## src/rtl/pingpong_ball_engine_pkg.sv

```systemverilog
// Shared definitions for the ping-pong ball engine and its next-state logic:
// game state encodings, serve positions/directions and field/timer limits.
package pingpong_ball_engine_pkg;

   typedef enum logic [1:0] {
      P1_SERVE = 2'd0,
      P2_SERVE = 2'd1,
      PLAYING  = 2'd2,
      GAME_END = 2'd3
   } game_state_t;

   typedef enum logic {
      AXIS_SATURATE = 1'b0,
      AXIS_REFLECT  = 1'b1
   } axis_mode_t;

   localparam logic [2:0] FIELD_MAX = 3'd7;
   localparam logic [5:0] TIME_INIT = 6'd60;

   localparam logic [2:0] P1_SERVE_X  = 3'd0;
   localparam logic [2:0] P1_SERVE_Y  = 3'd3;
   localparam logic       P1_SERVE_DX = 1'b1;
   localparam logic       P1_SERVE_DY = 1'b1;

   localparam logic [2:0] P2_SERVE_X  = 3'd7;
   localparam logic [2:0] P2_SERVE_Y  = 3'd4;
   localparam logic       P2_SERVE_DX = 1'b0;
   localparam logic       P2_SERVE_DY = 1'b0;

endpackage

```

## src/rtl/pingpong_ball_engine_axis.sv

```systemverilog
// One axis of ball motion: 3-bit position plus direction, with load, step,
// direction toggle and either wall reflection or end saturation.
module pingpong_axis
   import pingpong_ball_engine_pkg::*;
#(
   parameter axis_mode_t MODE      = AXIS_SATURATE,
   parameter logic [2:0] RESET_POS = 3'd0,
   parameter logic       RESET_DIR = 1'b1
) (
   input  logic       clk,
   input  logic       reset,
   input  logic       load,
   input  logic [2:0] load_pos,
   input  logic       load_dir,
   input  logic       step,
   input  logic       toggle,
   output logic [2:0] pos,
   output logic       dir
);

   logic [2:0] pos_next;
   logic       dir_next;
   logic       eff_dir;

   // A toggle coinciding with a step takes effect before the move.
   assign eff_dir = dir ^ toggle;

   always_comb begin
      pos_next = pos;
      dir_next = eff_dir;
      if (step) begin
         if (eff_dir && pos == FIELD_MAX) begin
            if (MODE == AXIS_REFLECT) begin
               dir_next = 1'b0;
               pos_next = FIELD_MAX - 3'd1;
            end
         end else if (!eff_dir && pos == 3'd0) begin
            if (MODE == AXIS_REFLECT) begin
               dir_next = 1'b1;
               pos_next = 3'd1;
            end
         end else if (eff_dir) begin
            pos_next = pos + 3'd1;
         end else begin
            pos_next = pos - 3'd1;
         end
      end
   end

   always_ff @(posedge clk) begin
      if (reset) begin
         pos <= RESET_POS;
         dir <= RESET_DIR;
      end else if (load) begin
         pos <= load_pos;
         dir <= load_dir;
      end else begin
         pos <= pos_next;
         dir <= dir_next;
      end
   end

endmodule

```

## src/rtl/pingpong_ball_engine.sv

```systemverilog
// Ping-pong ball engine: registers the game state, moves the ball on the
// 8x8 field and counts down the match timer.
module pingpong_ball_engine
   import pingpong_ball_engine_pkg::*;
(
   input  logic       clk,
   input  logic       reset,
   input  logic       step,
   input  logic       sec_tick,
   input  logic       reverse_x,
   input  logic [1:0] game_next_state,
   output logic [1:0] game_state,
   output logic [2:0] ball_x,
   output logic [2:0] ball_y,
   output logic       dir_x,
   output logic       dir_y,
   output logic [5:0] time_cnt
);

   game_state_t state;
   logic        serving;
   logic        playing;
   logic [2:0]  serve_x;
   logic [2:0]  serve_y;
   logic        serve_dx;
   logic        serve_dy;

   always_ff @(posedge clk) begin
      if (reset) begin
         state <= P1_SERVE;
      end else begin
         state <= game_state_t'(game_next_state);
      end
   end

   assign game_state = state;

   // Ball control is decoded from the pre-edge state, so the edge that
   // enters PLAYING does not move the ball.
   always_comb begin
      serving  = (state == P1_SERVE) || (state == P2_SERVE);
      playing  = (state == PLAYING);
      serve_x  = P1_SERVE_X;
      serve_y  = P1_SERVE_Y;
      serve_dx = P1_SERVE_DX;
      serve_dy = P1_SERVE_DY;
      if (state == P2_SERVE) begin
         serve_x  = P2_SERVE_X;
         serve_y  = P2_SERVE_Y;
         serve_dx = P2_SERVE_DX;
         serve_dy = P2_SERVE_DY;
      end
   end

   pingpong_axis #(
      .MODE      (AXIS_SATURATE),
      .RESET_POS (P1_SERVE_X),
      .RESET_DIR (P1_SERVE_DX)
   ) u_axis_x (
      .clk      (clk),
      .reset    (reset),
      .load     (serving),
      .load_pos (serve_x),
      .load_dir (serve_dx),
      .step     (playing && step),
      .toggle   (playing && reverse_x),
      .pos      (ball_x),
      .dir      (dir_x)
   );

   pingpong_axis #(
      .MODE      (AXIS_REFLECT),
      .RESET_POS (P1_SERVE_Y),
      .RESET_DIR (P1_SERVE_DY)
   ) u_axis_y (
      .clk      (clk),
      .reset    (reset),
      .load     (serving),
      .load_pos (serve_y),
      .load_dir (serve_dy),
      .step     (playing && step),
      .toggle   (1'b0),
      .pos      (ball_y),
      .dir      (dir_y)
   );

   // Match time is never reloaded by serves or points, only by reset.
   always_ff @(posedge clk) begin
      if (reset) begin
         time_cnt <= TIME_INIT;
      end else if (sec_tick && state != GAME_END && time_cnt != 6'd0) begin
         time_cnt <= time_cnt - 6'd1;
      end
   end

endmodule

```

## config.mk

```make
export PLATFORM = sky130hd
export DESIGN_NAME = pingpong_ball_engine
export DESIGN_NICKNAME = d
export VERILOG_FILES = /design/src/rtl/pingpong_ball_engine_pkg.sv /design/src/rtl/pingpong_ball_engine_axis.sv /design/src/rtl/pingpong_ball_engine.sv
export SDC_FILE = /design/constraint.sdc
export NUM_CORES = 1
export LEC_CHECK = 0
export CAP_MARGIN = 10
export CELL_PAD_IN_SITES_DETAIL_PLACEMENT = 1
export CELL_PAD_IN_SITES_GLOBAL_PLACEMENT = 2
export CORE_MARGIN = 2
export CORE_UTILIZATION = 28
export DETAILED_ROUTE_END_ITERATION = 6
export GPL_ROUTABILITY_DRIVEN = 0
export PLACE_DENSITY = 0.84
export REMOVE_ABC_BUFFERS = 1
export SETUP_SLACK_MARGIN = 0.5
export SYNTH_ARGS = -nofsm -noshare
export SYNTH_HDL_FRONTEND = slang
export SYNTH_SLANG_ARGS = --single-unit
export TNS_END_PERCENT = 50
```

## constraint.sdc

```tcl
create_clock -name clk -period 2.2 [get_ports clk]
set_input_delay 0.22 -clock clk [delete_from_list [all_inputs] [get_ports clk]]
set_output_delay 0.22 -clock clk [all_outputs]
set_load 0.005 [all_outputs]
```

== Yosys cells after proc, flatten, opt, wreduce, memory -nomap -nowiden ==
Cells that the tools add are included.

* Bits of input ports: 7
* Word-level logic and storage cells: 56
* Register bits: 16

* Equality and inequality tests: 7
* Mux-type cells: 18
* Reductions and logical operators: 19
* Bitwise operators: 1
* $add $sub $neg: 5

{| class="wikitable"
|+ Operator list
! operator !! number
|-
| 3-bit two-way mux || 12
|-
| 1-bit logical AND || 8
|-
| 3-bit by 1-bit adder with 3-bit output (second input constant) || 2
|-
| 3-bit == test (second input constant) || 2
|-
| 3-bit zero test || 2
|-
| 1-bit two-way mux || 6
|-
| 2-bit inequality test (second input constant) || 3
|-
| 6-bit nonzero test || 1
|-
| 3-bit by 1-bit subtractor with 3-bit output (second input constant) || 2
|-
| 6-bit by 1-bit subtractor with 6-bit output (second input constant) || 1
|-
| 3-bit AND reduction || 1
|-
| 3-bit nonzero test || 1
|-
| 2-bit by 1-bit == test with 1-bit output (second input constant) || 1
|-
| 2-bit == test (second input constant) || 1
|-
| 1-bit zero test || 2
|-
| 2-bit zero test || 1
|-
| 2-bit AND reduction || 1
|-
| 2-bit nonzero test || 1
|-
| 1-bit logical OR || 1
|-
| 1-bit XOR || 1
|}

== Depth between registers and ports, before layout ==
Gate-level depths: netlist of run 1.

* Depth after elaboration: 9
* Mapped depth: 8
* Depth with buffers taken out: 7

== Cells and area by module ==
A second synthesis of run 1 with hierarchy kept.

* Cells, all modules: 125
* Area total of the unflattened synthesis: 1061.0 µm²

{| class="wikitable"
|+ Modules (own cells, without submodules)
! module !! cells an instance !! instances !! area each (µm²)
|-
| pingpong_ball_engine || 51 || 1 || 446.7
|-
| pingpong_axis at u_axis_y || 39 || 1 || 316.6
|-
| pingpong_axis at u_axis_x || 35 || 1 || 297.8
|}

== Least setup slack after synthesis of run 1 ==
Ideal clock, no wire load.

* Kind: reg2reg
* Start: register state[1] (netlist: game_state[1])
* End: register u_axis_x.pos[2]
* Setup slack: 0.274 ns
* Data required time: 2.077 ns
* Buffers on the path: 1
* Stages on the path, launching flop included: 9
* Data arrival time: 1.803 ns
* Cell sequence: dfxtp_1 > buf_4 > nand3b_4 > xnor2_4 > xnor2_1 > ha_1 > or3_1 > a211oi_1 > o31ai_2

* Word-level cells in the longest chain between the ends: 8
* Elaborated cells between the ends (all ways): 20
* Those cells by class: eq/ne: 4; mux: 6; bitwise: 1; reduce/logical: 9

{| class="wikitable"
|+ RTL lines
! item !! line !! RTL
|-
| start: declaration || pingpong_ball_engine.sv:20 || <nowiki>game_state_t state;</nowiki>
|-
| start signal: assignment || pingpong_ball_engine.sv:32 || <nowiki>state <= game_state_t'(game_next_state);</nowiki>
|-
| 2-bit == test || pingpong_ball_engine.sv:42 || <nowiki>playing = (state == PLAYING);</nowiki>
|-
| 1-bit logical AND || pingpong_ball_engine.sv:66 || <nowiki>.toggle (playing && reverse_x),</nowiki>
|-
| 1-bit XOR || pingpong_ball_engine_axis.sv:26 || <nowiki>assign eff_dir = dir ^ toggle;</nowiki>
|-
| 3-bit two-way mux || pingpong_ball_engine_axis.sv:42 || <nowiki>end else if (eff_dir) begin</nowiki>
|-
| 3-bit two-way mux || pingpong_ball_engine_axis.sv:37 || <nowiki>end else if (!eff_dir && pos == 3'd0) begin</nowiki>
|-
| 3-bit two-way mux || pingpong_ball_engine_axis.sv:32 || <nowiki>if (eff_dir && pos == FIELD_MAX) begin</nowiki>
|-
| 3-bit two-way mux || pingpong_ball_engine_axis.sv:31 || <nowiki>if (step) begin</nowiki>
|-
| 3-bit two-way mux || pingpong_ball_engine_axis.sv:54 || <nowiki>end else if (load) begin</nowiki>
|-
| end signal: assignment || pingpong_ball_engine_axis.sv:55 || <nowiki>pos <= load_pos;</nowiki>
|-
| end signal: assignment || pingpong_ball_engine_axis.sv:58 || <nowiki>pos <= pos_next;</nowiki>
|-
| end: declaration || pingpong_ball_engine_axis.sv:17 || <nowiki>output logic [2:0] pos,</nowiki>
|}

Parallel ways exist; a longest one is shown, timed or not. The select of a mux whose other input is x is not followed.
A chain may end at the register's enable or synchronous reset.

== Final worst setup path of run 1 ==
* Start: register state[0] (netlist: game_state[0])
* End: register u_axis_x.pos[2]

Same word-level chain as after synthesis.

==> flow_metrics.tcl, run 1 <==
set metrics [dict create \
    status "complete, no violations" \
    clkLatencyLatePin_ns 0.28 \
    wl_um 2500 \
    clk_pin_slew_ns 0.10 \
    syn_area_per_cell_um2 8.66 \
    pwr_density_cell_mw_per_mm2 538 \
    fin_crit_sh 0.801 \
    crit_type "reg -> reg" \
    ys_seq_elements 16 \
    syn_area_um2 952 \
    pwr-share-comb 0.247 \
    holdBufCountCts 0 \
    worstPathArrival_ns 1.97 \
    routed.top_layer "met4" \
    reg2regPathDepth 7 \
    area_delta_synth_final_pct 39.2 \
    endpoint_kind "flip-flop" \
    met3WireLength_um 112 \
    initial_core_util 0.288 \
    r2r_slack_ns 0.44 \
    grtUsageTotal 0.132 \
    numPortBuffers 22 \
    drt-vias-per-instance 5.05 \
    seq_area_frac_synth 0.336 \
    yosys_most_used_dff "dfxtp_1" \
    power_frac_seq 0.473 \
    num_rows 21 \
    route.antenna.remaining_nets 0 \
    num_vias 925 \
    cts_max_path_buffers 2 \
    clkPwrFrac 0.281 \
    setup.worst_path.end "u_axis_x.pos[2]" \
    rsz0062_at_grt "yes" \
    antennaDiodeCount 0 \
    final_core_util 0.400 \
    setup_violations 0 \
    drive_above_1_share 0.168 \
    fin_ws_ns 0.438 \
    hold_ws_ns 0.478 \
    synth_top_area_cell "dfxtp_1" \
    chipWidth_um 62.3 \
    grt_pass1_vias 943 \
    root_buffer "clkbuf_4" \
    switching_share 0.290 \
    worst_pin_slew_ns 0.503 \
    synth.distinct_cells 40 \
    rr_startpoint "game_state[0]" \
    die_h_um 62.3 \
    drt-met1-wl_um 1060 \
    netlist_instances 110 \
    startpoint_type "flip-flop" \
    core_mm2 0.00331 \
    first_pass_iters 3 \
    synth_edf_count 0 \
    report.final.hold_viol_count 0 \
    maxSlewViolCount 0 \
    leakagePower_nw 0.502 \
    ys_warn_count 0 \
    cts_tree "done" \
    fin_nets 149 \
    cts_max_level 1 \
    ys_top_cells_by_area "dfxtp_1, ha_1, a21oi_1" \
    crit_required_ns 2.41 \
    numCtsBuffers 3 \
    hp-class "in -> reg" \
    drt_iter0_drc 19 \
    grt_max_degree 13 \
    slew_headroom 0.661 \
    crit-reg2reg-capture "u_axis_x.pos[2]" \
    synth_top_area_frac 0.336 \
    met2_length_um 1320 \
    wire_per_inst_um 13.7 \
    grt_remaining_overflow 0 \
    antenna_found_initial 0 \
    power_switching_mw 0.207 \
    internal_power_mw 0.506 \
    cts_num_sinks 16 \
    pin_count 23 \
    period_minus_slack_ns 1.76 \
    cp_max_fo 2 \
    floorplan.die_area_mm2 0.00388 \
    ir_worst_vdd_mv 0.211 \
    drc 0 \
    dpl.hpwl_um 1950 \
    startpoint "game_state[0]" \
    dpl_worst_slack_ns -0.0126 \
    grt_pass1_wl_um 4180 \
    cap_violations 0 \
    async_reset_ff_frac 0 \
    timing.fmax_ghz 0.568 \
    clock_skew_ns 0.00161 \
]
[Yosys cell counts, types with 3 or more instances]
cell / instances
a211oi_1: 3
o21ai_0: 4
clkbuf_1: 3
nand2_1: 7
and3_1: 4
a31oi_1: 5
nand2b_1: 4
dfxtp_1: 16
xnor2_1: 3
nor3_1: 4
a21oi_1: 7
nor2_1: 7
ha_1: 3
inv_1: 7
[flip-flops by register name, summed over array words and instances, names as in the netlist]
register and count:
time_cnt 6, u_axis_x.pos 3, u_axis_y.pos 3, game_state 2, u_axis_x.dir 1, u_axis_y.dir 1
[layout make-up]
| cell class | instances | area [µm²] |
|---|---|---|
| clock buffers | 4 | 36.3 |
| fillers | 415 | 1990 |
| inverters | 7 | 26.3 |
| multi-input cells | 83 | 618 |
| flip-flops and latches | 16 | 330 |
| well taps | 46 | 57.6 |
| repair buffers | 27 | 256 |
[worst min-delay path by stage]
stage	end	from	cells after the start
2_1_floorplan	u_axis_y.pos[2]	reset	1
3_3_place_gp	time_cnt[1]	time_cnt[1]	2
3_5_place_dp	time_cnt[5]	time_cnt[5]	2
4_1_cts	game_state[0]	game_next_state[0]	2
5_1_grt	game_state[0]	game_next_state[0]	2
6_report	game_state[0]	game_next_state[0]	2
[power groups by stage]
stage          clock network (mW)  logic (mW)  registers, mW
6_report                    0.200       0.176          0.337
3_5_place_dp                    0       0.165          0.346
3_3_place_gp                    0       0.160          0.344
5_1_grt                     0.221       0.193          0.341
4_1_cts                     0.207       0.175          0.337
2_1_floorplan                   0      0.0858          0.342
[stage by stage]
step	power [mW]	setup TNS [ns]	std cells	cell area, µm²
after detailed placement	0.510	-0.0126	177	1230
after global placement	0.504	0	177	1230
after global routing	0.755	0	183	1330
after floorplan	0.428	0	106	933
after CTS	0.719	0	182	1300
final	0.712	0	183	1330
[per-layer routing]
metal / track usage / vias to the layer above
met4: 0.0333 / 0
li1: - / 448
met3: 0.0290 / 2
met2: 0.262 / 17
met5: 0 / -
met1: 0.140 / 458
[cell usage in the layout (no fill, tap or decap), types with 2 or more instances in the layout]
cell,instances
clkdlybuf4s50_1,21
dfxtp_1,12
inv_1,7
nor2_1,7
a21oi_1,7
nand2_1,7
a31oi_1,5
buf_4,5
and3_1,4
o21ai_0,4
nand2b_1,4
nor3_1,4
xnor2_1,3
clkbuf_4,3
nor4_1,2
o211ai_1,2
nor2b_1,2
nand3_1,2
xor2_1,2
a211oi_1,2
o21bai_1,2
ha_1,2
dfxtp_4,2
dfxtp_2,2
[kinds of logic (layout without fill, tap and decap cells)]
| group | count (synthesis) | after routing | share of synthesized area |
|---|---|---|---|
| muxes | 1 | 1 | 0.0105 |
| xor gates and xnor gates | 6 | 6 | 0.0749 |
| buffers and inverters | 11 | 38 | 0.0473 |
| adders and majority gates | 4 | 4 | 0.0605 |
| and+or+nand+nor | 41 | 41 | 0.250 |
| AOI/OAI and AO/OA | 31 | 31 | 0.221 |
| DFF | 16 | 16 | 0.336 |
[repair_timing]
action / CTS / global route
pin swaps: 1 / 4
setup buffers: 1 / 1
setup endpoints to repair: 7 / 8
gates resized for setup: 7 / 5
[worst max-delay path, stage by stage, from the launching register on]
cell	delay (ns)
dfxtp_4	0.35
nand3b_4	0.17
xnor2_4	0.16
xnor2_1	0.13
ha_2	0.18
or3_4	0.34
and3b_1	0.18
o31ai_2	0.16
No activity file was read; power rests on OpenSTA's default activity.
==> run 2: changes to the inputs <==
==> constraint.sdc (replaced) <==
create_clock -name clk -period 1.79 [get_ports clk]
set_input_delay 0.179 -clock clk [delete_from_list [all_inputs] [get_ports clk]]
set_output_delay 0.179 -clock clk [all_outputs]
set_load 0.005 [all_outputs]
==> flow_metrics.tcl, run 2 (synthesis results as in run 1) <==
set metrics [dict create \
    top_regs "time_cnt: 6 flops, u_axis_x.pos: 3 flops, u_axis_y.pos: 3 flops" \
    pin_count 23 \
    ir_worst_vdd_mv 0.352 \
    endpoint_kind "flip-flop" \
    grt_max_degree 15 \
    cts_max_level 1 \
    worst_pin_slew_ns 0.363 \
    die_h_um 62.3 \
    layout_common_cells "buf_4, dlymetal6s2s_1, dfxtp_4" \
    drc 0 \
    pwr_density_cell_mw_per_mm2 574 \
    r2r_slack_ns 0.05 \
    crit_type "reg -> reg" \
    largest_reg_flops 6 \
    cap_violations 0 \
    pwr-share-comb 0.317 \
    fin_crit_sh 0.975 \
    leakagePower_nw 0.703 \
    final_common_cell "buf_4" \
    grt_pass1_wl_um 4770 \
    power_switching_mw 0.289 \
    crit_chain "nand3b_4 -> xnor2_4 -> xnor2_2 -> ha_2 -> or3_4 -> and3b_1 -> o31ai_2" \
    setup_tns_ns 0 \
    rsz0062_at_grt "yes" \
    status "complete, no violations" \
    switching_share 0.302 \
    grtUsageTotal 0.151 \
    drt_iter0_drc 17 \
    hold_ws_ns 0.440 \
    area_delta_synth_final_pct 74.8 \
    numCtsBuffers 3 \
    dpl.hpwl_um 1970 \
    slew_headroom 0.756 \
    slowest_delay_ns 0.37 \
    timing.fmax_ghz 0.573 \
    root_buffer "clkbuf_4" \
    fillers 384 \
    crit-reg2reg-capture "u_axis_x.pos[2]" \
    final_cell_area_mm2 0.00166 \
    dp.cells 182 \
    period_minus_slack_ns 1.74 \
    num_vias 980 \
    clkPwrFrac 0.257 \
    critPathSlowestCell "or3_4" \
    antenna_found_initial 0 \
    drive_above_1_share 0.494 \
    fin_nets 166 \
    startpoint_type "flip-flop" \
    fin_cells 200 \
    cts_tree "done" \
    clock_skew_ns 0.00236 \
    internal_power_mw 0.666 \
    cp_max_fo 2 \
    rr_startpoint "game_state[0]" \
    worstPathArrival_ns 1.96 \
    cts_num_sinks 16 \
    clkLatencyLatePin_ns 0.29 \
    report.final.hold_viol_count 0 \
    crit_required_ns 2.00 \
    first_pass_iters 4 \
    setup_violations 0 \
    route.antenna.remaining_nets 0 \
    maxSlewViolCount 0 \
    grt_remaining_overflow 0 \
    numPortBuffers 22 \
    place_area_mm2 0.00127 \
    chipWidth_um 62.3 \
    wl_um 2960 \
    grt_pass1_vias 1040 \
    antennaDiodeCount 0 \
    multiInputGateArea_um2 744 \
    hp-class "in -> reg" \
    initial_core_util 0.288 \
    num_rows 21 \
    startpoint "game_state[0]" \
    top_register "time_cnt" \
    power_frac_seq 0.427 \
    cts_max_path_buffers 2 \
    core_mm2 0.00331 \
    seq_area_um2 364 \
    wire_per_inst_um 14.8 \
    reg2regPathDepth 7 \
    setup.worst_path.end "u_axis_x.pos[2]" \
    drt-vias-per-instance 4.90 \
    clk_pin_slew_ns 0.10 \
    floorplan.die_area_mm2 0.00388 \
]
[run 2: layout make-up]
class	count	area share
clock buffer	4	0.0218
multi-input combinational	83	0.447
sequential	16	0.219
inverter	7	0.0180
timing repair buffer	44	0.259
tap	46	0.0346
[run 2: worst min-delay path by stage]
stage                 endpoint  slack (ns)  depth (start not counted)               start
5_1_grt          game_state[0]        0.46                          2  game_next_state[0]
4_1_cts          game_state[0]        0.43                          2  game_next_state[0]
6_report         game_state[0]        0.44                          2  game_next_state[0]
3_5_place_dp       time_cnt[5]        0.53                          2         time_cnt[5]
3_3_place_gp       time_cnt[1]        0.52                          2         time_cnt[1]
2_1_floorplan  u_axis_y.pos[2]        0.25                          1               reset
[run 2: power by group through the flow]
stage          clock network, mW  registers, mW  logic (mW)
5_1_grt                    0.271          0.412       0.331
2_1_floorplan                  0          0.421       0.105
3_3_place_gp                   0          0.415       0.215
6_report                   0.245          0.408       0.302
3_5_place_dp                   0          0.416       0.221
4_1_cts                    0.256          0.411       0.278
[run 2: stage by stage]
step            util  worst slack (ns)  power (mW)
2_1_floorplan      -            -0.214       0.526
3_3_place_gp   0.384            -0.288       0.630
3_5_place_dp   0.384            -0.373       0.638
4_1_cts        0.455            0.0534       0.945
5_1_grt        0.503           -0.0168        1.01
6_report       0.503            0.0453       0.955
[run 2: repair_timing]
action	CTS	global route
setup endpoints to repair	29	26
hold buffers	0	0
resized for setup	41	50
pin swaps	11	10
setup buffers	11	3
[run 2: worst max-delay path: cells and delay by family, from the launching register on]
| kind | cells | cell delay (ns) |
|---|---|---|
| xor gates and xnor gates | 2 | 0.28 |
| DFF | 1 | 0.33 |
| and+or+nand+nor | 3 | 0.72 |
| adders and majority gates | 1 | 0.18 |
| AOI/OAI and AO/OA | 1 | 0.16 |
[run 2: metal layers]
metal | vias to the layer above | GRT usage | wire [µm]
li1 | 489 | - | -
met1 | 470 | 0.175 | 1270
met2 | 19 | 0.279 | 1570
met3 | 2 | 0.0254 | 102
met4 | 0 | 0.0528 | 12
met5 | - | 0 | 0
==> run 3: changes to the inputs <==
--- a/config.mk
+++ b/config.mk
@@ -8,13 +8,13 @@
 export CAP_MARGIN = 10
 export CELL_PAD_IN_SITES_DETAIL_PLACEMENT = 1
 export CELL_PAD_IN_SITES_GLOBAL_PLACEMENT = 2
-export CORE_MARGIN = 2
 export CORE_UTILIZATION = 28
 export DETAILED_ROUTE_END_ITERATION = 6
 export GPL_ROUTABILITY_DRIVEN = 0
 export PLACE_DENSITY = 0.84
 export REMOVE_ABC_BUFFERS = 1
 export SETUP_SLACK_MARGIN = 0.5
+export SLEW_MARGIN = 20
 export SYNTH_ARGS = -nofsm -noshare
 export SYNTH_HDL_FRONTEND = slang
 export SYNTH_SLANG_ARGS = --single-unit
==> flow_metrics.tcl, run 3 (synthesis results as in run 1) <==
set metrics [dict create \
    top_register "time_cnt" \
    pwr-share-comb 0.338 \
    cts_max_path_buffers 2 \
    final_core_util 0.550 \
    clkPwrFrac 0.250 \
    drc 0 \
    cts_max_level 1 \
    cts_tree "done" \
    drt_iter0_drc 18 \
    maxSlewViolCount 0 \
    wire_per_inst_um 16.7 \
    grt_max_degree 16 \
    ir_worst_vdd_mv 0.318 \
    slowest_delay_ns 0.37 \
    clock_skew_ns 0.0148 \
    chipWidth_um 60.3 \
    pin_count 23 \
    clkLatencyLatePin_ns 0.30 \
    critPathSlowestCell "or3_4" \
    floorplan.die_area_mm2 0.00364 \
    period_minus_slack_ns 1.74 \
    grt_pass1_wl_um 4690 \
    route.antenna.remaining_nets 0 \
    endpoint_kind "flip-flop" \
    setup_violations 0 \
    pwr_density_cell_mw_per_mm2 582 \
    num_vias 1011 \
    hold_depth 2 \
    crit_type "reg -> reg" \
    crit_required_ns 2.01 \
    internal_power_mw 0.687 \
    num_rows 20 \
    hp-class "in -> reg" \
    core_mm2 0.00313 \
    hold_ws_ns 0.447 \
    drt-vias-per-instance 4.98 \
    reg2regPathDepth 7 \
    largest_reg_flops 6 \
    dpl.hpwl_um 1840 \
    die_h_um 60.3 \
    initial_core_util 0.304 \
    grt_pass1_vias 1035 \
    cp_max_fo 2 \
    rr_startpoint "game_state[0]" \
    antennaDiodeCount 0 \
    fin_crit_sh 0.975 \
    timing.fmax_ghz 0.573 \
    power_switching_mw 0.313 \
    top_regs "time_cnt: 6 flops, u_axis_x.pos: 3 flops, u_axis_y.pos: 3 flops" \
    first_pass_iters 4 \
    cap_violations 0 \
    crit-reg2reg-capture "u_axis_x.pos[2]" \
    report.final.hold_viol_count 0 \
    grtUsageTotal 0.174 \
    worst_pin_slew_ns 0.587 \
    drive_above_1_share 0.535 \
    power_frac_seq 0.412 \
    clk_pin_slew_ns 0.11 \
    switching_share 0.313 \
    final_common_cell "buf_4" \
    final_cell_area_mm2 0.00172 \
    crit_chain "nand3b_4 -> xnor2_4 -> xnor2_2 -> ha_2 -> or3_4 -> and3b_1 -> o31ai_2" \
    area_delta_synth_final_pct 80.6 \
    worstPathArrival_ns 1.97 \
    fin_nets 171 \
    min-delay-start "game_next_state[1]" \
    wl_um 3400 \
    startpoint_type "flip-flop" \
    r2r_slack_ns 0.05 \
    numCtsBuffers 3 \
    status "complete, no violations" \
    cts_num_sinks 16 \
    grt_remaining_overflow 0 \
    antenna_found_initial 0 \
    rsz0062_at_grt "yes" \
    whs_endpoint "game_state[1]" \
    leakagePower_nw 0.704 \
    numPortBuffers 22 \
    place_area_mm2 0.00127 \
    root_buffer "clkbuf_4" \
    layout_common_cells "buf_4, dfxtp_2, clkdlybuf4s50_1" \
    slew_headroom 0.606 \
]
-- run 3: cell types whose count changed in the layout (fill, tap and decap cells not counted), sizes merged --
cell           change
buf                +5
clkbuf             -1
clkdlybuf4s50      +5
dlygate4sd2        -1
dlymetal6s2s       -3
-- run 3: cell type report --
cell class | instances | area (µm²)
repair buffers | 49 | 475
well taps | 44 | 55.1
clock buffers | 4 | 36.3
flip-flops and latches | 16 | 349
inverters | 7 | 30.0
fillers | 361 | 1410
multi-input cells | 83 | 773
-- run 3: per-layer routing --
| layer | global-route usage | share of wire |
|---|---|---|
| met3 | 0.0390 | 0.028 |
| met1 | 0.199 | 0.43 |
| met5 | 0 | 0 |
| met4 | 0.0565 | 0.0041 |
| met2 | 0.319 | 0.54 |
-- run 3: per-stage QoR --
stage | setup slack, ns | total power [mW] | setup TNS (ns) | cells
floorplan | -0.214 | 0.526 | -0.214 | 106
global placement | -0.290 | 0.630 | -0.290 | 180
detailed placement | -0.383 | 0.637 | -0.403 | 180
CTS | 0.0455 | 0.927 | 0 | 194
global route | -0.0546 | 1.05 | -0.0546 | 203
finish | 0.0454 | 1.00 | 0 | 203
-- run 3: worst max-delay path by stage --
stage | from | to | cells past startpoint
finish | game_state[0] | u_axis_x.pos[2] | 7
global route | game_state[0] | u_axis_x.pos[2] | 7
CTS | game_state[0] | u_axis_x.pos[2] | 7
detailed placement | reverse_x | u_axis_x.pos[2] | 8
global placement | reverse_x | u_axis_x.pos[2] | 8
floorplan | game_state[1] | u_axis_x.pos[2] | 7
-- run 3: repair_timing --
item                       4_1_cts  5_1_grt
hold buffers                     0        0
hold endpoints to repair         0        0
buffers inserted                 9        9
gates cloned                     1        0
pin swaps                        9        9
gates resized for setup         36       51
setup endpoints to repair       29       27
-- run 3: power groups by stage --
| stage | logic [mW] | registers, mW | clock network [mW] |
|---|---|---|---|
| 4_1_cts | 0.265 | 0.409 | 0.253 |
| 3_3_place_gp | 0.215 | 0.415 | 0 |
| 3_5_place_dp | 0.221 | 0.416 | 0 |
| 5_1_grt | 0.366 | 0.416 | 0.272 |
| 2_1_floorplan | 0.105 | 0.421 | 0 |
| 6_report | 0.338 | 0.412 | 0.250 |
-- run 3: worst max-delay path, delay by kind of cell (launching register included) --
family,cells,cell delay [ns]
simple gates,3,0.72
xor+xnor,2,0.29
fa+ha+maj,1,0.18
compound gates,1,0.16
flops,1,0.34
